`src/rtl/instr_fetch_unit.sv`:
```
// Fetch sequencer: pulls 1-3 instruction bytes from a synchronous ROM, presents them to execute, owns the PC.
// Each byte takes 4 cycles and the instruction is held until exec_done_i. A halt parks the unit until reset.
module instr_fetch_unit #(
   parameter int                    ADDR_WIDTH = 16,
   parameter int                    DATA_WIDTH = 8,
   parameter logic [ADDR_WIDTH-1:0] RESET_VEC  = 16'hF000
) (
   input  logic                  clk,
   input  logic                  reset,
   output logic [ADDR_WIDTH-1:0] mem_addr_o,
   output logic                  mem_rd_o,
   input  logic [DATA_WIDTH-1:0] mem_data_i,
   input  logic [1:0]            len_i,
   output logic [DATA_WIDTH-1:0] opcode_o,
   output logic [DATA_WIDTH-1:0] temp_1_out,
   output logic [DATA_WIDTH-1:0] temp_2_out,
   output logic                  instr_vld_o,
   input  logic                  exec_done_i,
   input  logic                  pc_load_i,
   input  logic [ADDR_WIDTH-1:0] pc_load_addr_i,
   input  logic                  halt_i,
   output logic [ADDR_WIDTH-1:0] counter_out,
   output logic                  halted_o
);

   typedef enum logic [2:0] {
      F_ADDR  = 3'd0,
      F_WAIT  = 3'd1,
      F_LATCH = 3'd2,
      F_INC   = 3'd3,
      ISSUE   = 3'd4,
      HALTED  = 3'd5
   } state_t;

   localparam logic [ADDR_WIDTH-1:0] PC_ONE = {{(ADDR_WIDTH-1){1'b0}}, 1'b1};

   state_t     state;
   logic [1:0] byte_idx;
   logic [1:0] len_eff;

   // A zero length from the decoder still means the opcode byte itself.
   assign len_eff    = (len_i == 2'd0) ? 2'd1 : len_i;
   assign mem_addr_o = counter_out;
   // Reads are suppressed while reset is held so a reset cycle never touches memory.
   assign mem_rd_o   = (state == F_ADDR) && !reset;

   always_ff @(posedge clk) begin
      if (reset) begin
         state       <= F_ADDR;
         byte_idx    <= 2'd0;
         counter_out <= RESET_VEC;
         opcode_o    <= '0;
         temp_1_out  <= '0;
         temp_2_out  <= '0;
         instr_vld_o <= 1'b0;
         halted_o    <= 1'b0;
      end else begin
         case (state)
            F_ADDR:  state <= F_WAIT;
            F_WAIT:  state <= F_LATCH;
            F_LATCH: begin
               case (byte_idx)
                  2'd0:    opcode_o   <= mem_data_i;
                  2'd1:    temp_1_out <= mem_data_i;
                  default: temp_2_out <= mem_data_i;
               endcase
               state <= F_INC;
            end
            F_INC: begin
               counter_out <= counter_out + PC_ONE;
               if ((byte_idx + 2'd1) < len_eff) begin
                  byte_idx <= byte_idx + 2'd1;
                  state    <= F_ADDR;
               end else begin
                  byte_idx    <= 2'd0;
                  instr_vld_o <= 1'b1;
                  state       <= ISSUE;
               end
            end
            ISSUE: begin
               if (exec_done_i) begin
                  instr_vld_o <= 1'b0;
                  if (halt_i) begin
                     halted_o <= 1'b1;
                     state    <= HALTED;
                  end else begin
                     if (pc_load_i)
                        counter_out <= pc_load_addr_i;
                     state <= F_ADDR;
                  end
               end
            end
            HALTED:  state <= HALTED;
            default: state <= F_ADDR;
         endcase
      end
   end

endmodule
```
`config.mk`:
```
export PLATFORM = sky130hd
export DESIGN_NAME = instr_fetch_unit
export DESIGN_NICKNAME = d
export VERILOG_FILES = /design/src/rtl/instr_fetch_unit.sv
export SDC_FILE = /design/constraint.sdc
export NUM_CORES = 1
export LEC_CHECK = 0
export CAP_MARGIN = 25
export CORE_UTILIZATION = 44
export DETAILED_ROUTE_END_ITERATION = 6
export PLACE_DENSITY_LB_ADDON = 0.05
export SLEW_MARGIN = 20
export SYNTH_ARGS = -nofsm -noshare
export SYNTH_HDL_FRONTEND = slang
export SYNTH_SLANG_ARGS = --single-unit
```
`constraint.sdc`:
```
create_clock -name clk -period 1.9 [get_ports clk]
set_input_delay 0.19 -clock clk [delete_from_list [all_inputs] [get_ports clk]]
set_output_delay 0.19 -clock clk [all_outputs]
set_load 0.02 [all_outputs]
```
==> results of run 1 <==
[critical path, stage by stage, from the launching register on]
cell	delay, ps
dfxtp_1	420
or3b_4	520
o21a_1	300
nor2_1	310
a22oi_2	120
[metal layers]
| metal | routed length (um) | up-vias | global-route usage, % |
|---|---|---|---|
| met3 | 324 | 7 | 3.59 |
| met2 | 2920 | 79 | 35.4 |
| met4 | 81 | 0 | 7.88 |
| met1 | 3100 | 1128 | 32.9 |
| li1 | - | 1220 | - |
| met5 | 0 | - | 0 |
[stage by stage]
stage / hold slack [ps] / cells / setup slack (ps) / instance area [um^2]
finish: 455 / 452 / 112 / 3360
global route: 478 / 452 / 3.61 / 3360
CTS: 452 / 452 / 120 / 3360
detailed placement: 447 / 445 / 81.9 / 3260
global placement: 442 / 445 / 65.5 / 3260
floorplan: 326 / 308 / 287 / 2410
[cell type report]
cell class                 instances  area (um^2)
inverter                           7         26.3
sequential                        47          941
multi-input combinational        220         1220
tap                               70         87.6
timing repair buffer             101          980
clock buffer                       5         68.8
clock inverter                     2         37.5
fill                             489         1840
[synth_stat cells (2+ instances only)]
cell type	number	area, um^2
and4_1	2	17.5
clkbuf_1	6	22.5
buf_2	7	35.0
and3_1	5	31.3
nand3b_1	2	15.0
nor2_1	15	56.3
a211oi_1	4	30.0
o2bb2ai_1	2	17.5
nand2_1	56	210
o22ai_1	2	12.5
nor4_1	4	25.0
o21ai_1	6	30.0
o21a_1	2	15.0
a31oi_1	3	18.8
nor3_1	6	30.0
buf_4	17	128
a22oi_1	2	15.0
o21ai_0	11	55.1
and2_1	7	43.8
nand3_1	14	70.1
nand2b_1	2	12.5
a21oi_1	40	200
dfxtp_1	47	941
buf_6	3	33.8
inv_1	7	26.3
nor3b_1	2	15.0
ha_1	4	50.1
a311oi_1	2	17.5
nand4_1	5	31.3
xnor2_1	2	17.5
[power by group]
part,internal [mW],switching [mW],leakage [nW]
combinational,0.159,0.173,0.722
sequential,1.01,0.0268,0.380
clock,0.385,0.335,0.0502
total,1.56,0.534,1.15
[flip-flops by register name, indices dropped and copies added (netlist names)]
signal       flops
opcode_o         8
byte_idx         2
halted_o         1
state            3
temp_1_out       8
instr_vld_o      1
temp_2_out       8
counter_out     16
[what timing repair did]
| item | CTS | global route |
|---|---|---|
| hold buffers | 0 | 0 |
| resized for setup | 1 | 0 |
| setup endpoints to repair | 1 | 0 |
[cell families (layout without fill, tap and decap cells)]
logic type                 Yosys count  after routing  share of synthesized area (%)
buffers and inverters               41            115                           10.3
and+or+nand+nor                    125            125                           25.0
adders and majority gates            4              4                           2.08
DFF                                 47             47                           39.0
AOI/OAI and AO/OA                   88             88                           22.5
xor gates and xnor gates             3              3                           1.09
[how the worst max path moves through the flow]
stage                       to  slack [ps]  depth (start not counted)
2_1_floorplan   counter_out[8]         290                          6
3_3_place_gp          mem_rd_o          70                          3
3_5_place_dp   counter_out[13]          80                          5
4_1_cts        counter_out[13]         120                          4
5_1_grt        counter_out[15]           4                          4
6_report       counter_out[13]         110                          4
==> results.cfg, run 1 <==
[grt]
grt_max_degree = 47
grt_use_total_pct = 23.0
grt_overflow = 0
grt_pass1_vias = 2176
antenna_found_initial = 0
grt_pass1_wl_mm = 10.8

[cells_and_area]
area_delta_synth_final_pct = 39.4
final_common_cell = clkdlybuf4s50_1
final_cell_mix = clkdlybuf4s50_1, nand2_1, dfxtp_1, a21oi_1, nor2_1
drive_above_1_share_pct = 6.54
fin_nets = 417
n_antenna_cell = 0
utilization_pct = 64.6

[cts]
cts.clk_slew.worst_paths_ps = 90
cts_buffers = 5
insertion_delay_ps = 300
cts_root_buf = clkbuf_8
cts_setup_buffers = 0
cts_tree = yes
clock_path_buffers = 2
cts_sinks = 47
cts.htree.levels = 2

[timing]
setup_viol_count_final = 0
worst_pin_slew_ps = 466
skew_ps = 6.78
fin_crit_sh_pct = 94.1
tns_ps = 0
rsz0062_at_grt = false
min_period_ps = 1790
timing.slew.headroom_pct = 69.0
hold_viol = 0
maxSlewViolCount = 0
max_freq_mhz = 559

[logic_synthesis]
synth_area_per_cell_um2 = 7.83
synth_seq_cells = 47
synth_nets = 343
synth_area_um2 = 2410
ys_warn_count = 0
yosysSeqAreaShare_pct = 39.0
synth_flop_cell = dfxtp_1
synth_cells = 308
async_reset_ff_share_pct = 0
synth_edf_count = 0
ys_types = 51

[route]
ant_nets = 0
drc_errors = 0
wl_per_cell_um = 14.2
dr.first_iter.drc_count = 189
dr.pass1.iters = 4
vias = 2434
drt-total-wl_mm = 6.43
avgViaCountPerCell = 5.38

[job]
cap_violations = 0

[placed_design]
dp_hpwl_mm = 4.63
gp_routability_congestion = 0.850
io_buffers = 89

[floorplan]
ios = 90
dieArea_um2 = 5780
row_count = 26
die_h_um = 76.0
die_w_um = 76.0
start_util_pct = 46.3
core_area_um2 = 5200

[critical_path]
critPathCaptureType = register
worstPathRequired_ps = 2090
path_class = reg -> reg
reg2reg_from = state[0]
cp-startpoint = state[0]
r2r_end = counter_out[13]
start_kind = register
ff2ff_path_depth = 4
rrSetupSlack_ps = 110
cp_max_fo = 12
crit_arrival_ps = 1970

[power]
leakage_nw = 1.15
peakVddDrop_v = 0.000305
power.density_nw_per_um2 = 621
report.power.total_mw = 2.09

[worst_hold_path]
holdPathEnd = counter_out[1]
min_path_cells = 3
hold_path_class = in -> reg
hold_path.startpoint = pc_load_addr_i[1]

[outcome]
status = complete, no violations
(Power assumes the default switching activity.)
==> run 2, diff against run 1 <==
Settings changed: GPL_TIMING_DRIVEN set to 1, TNS_END_PERCENT set to 50.
==> results of run 2 <==
No change in the layout: final DEF, timing and power equal those of run 1.
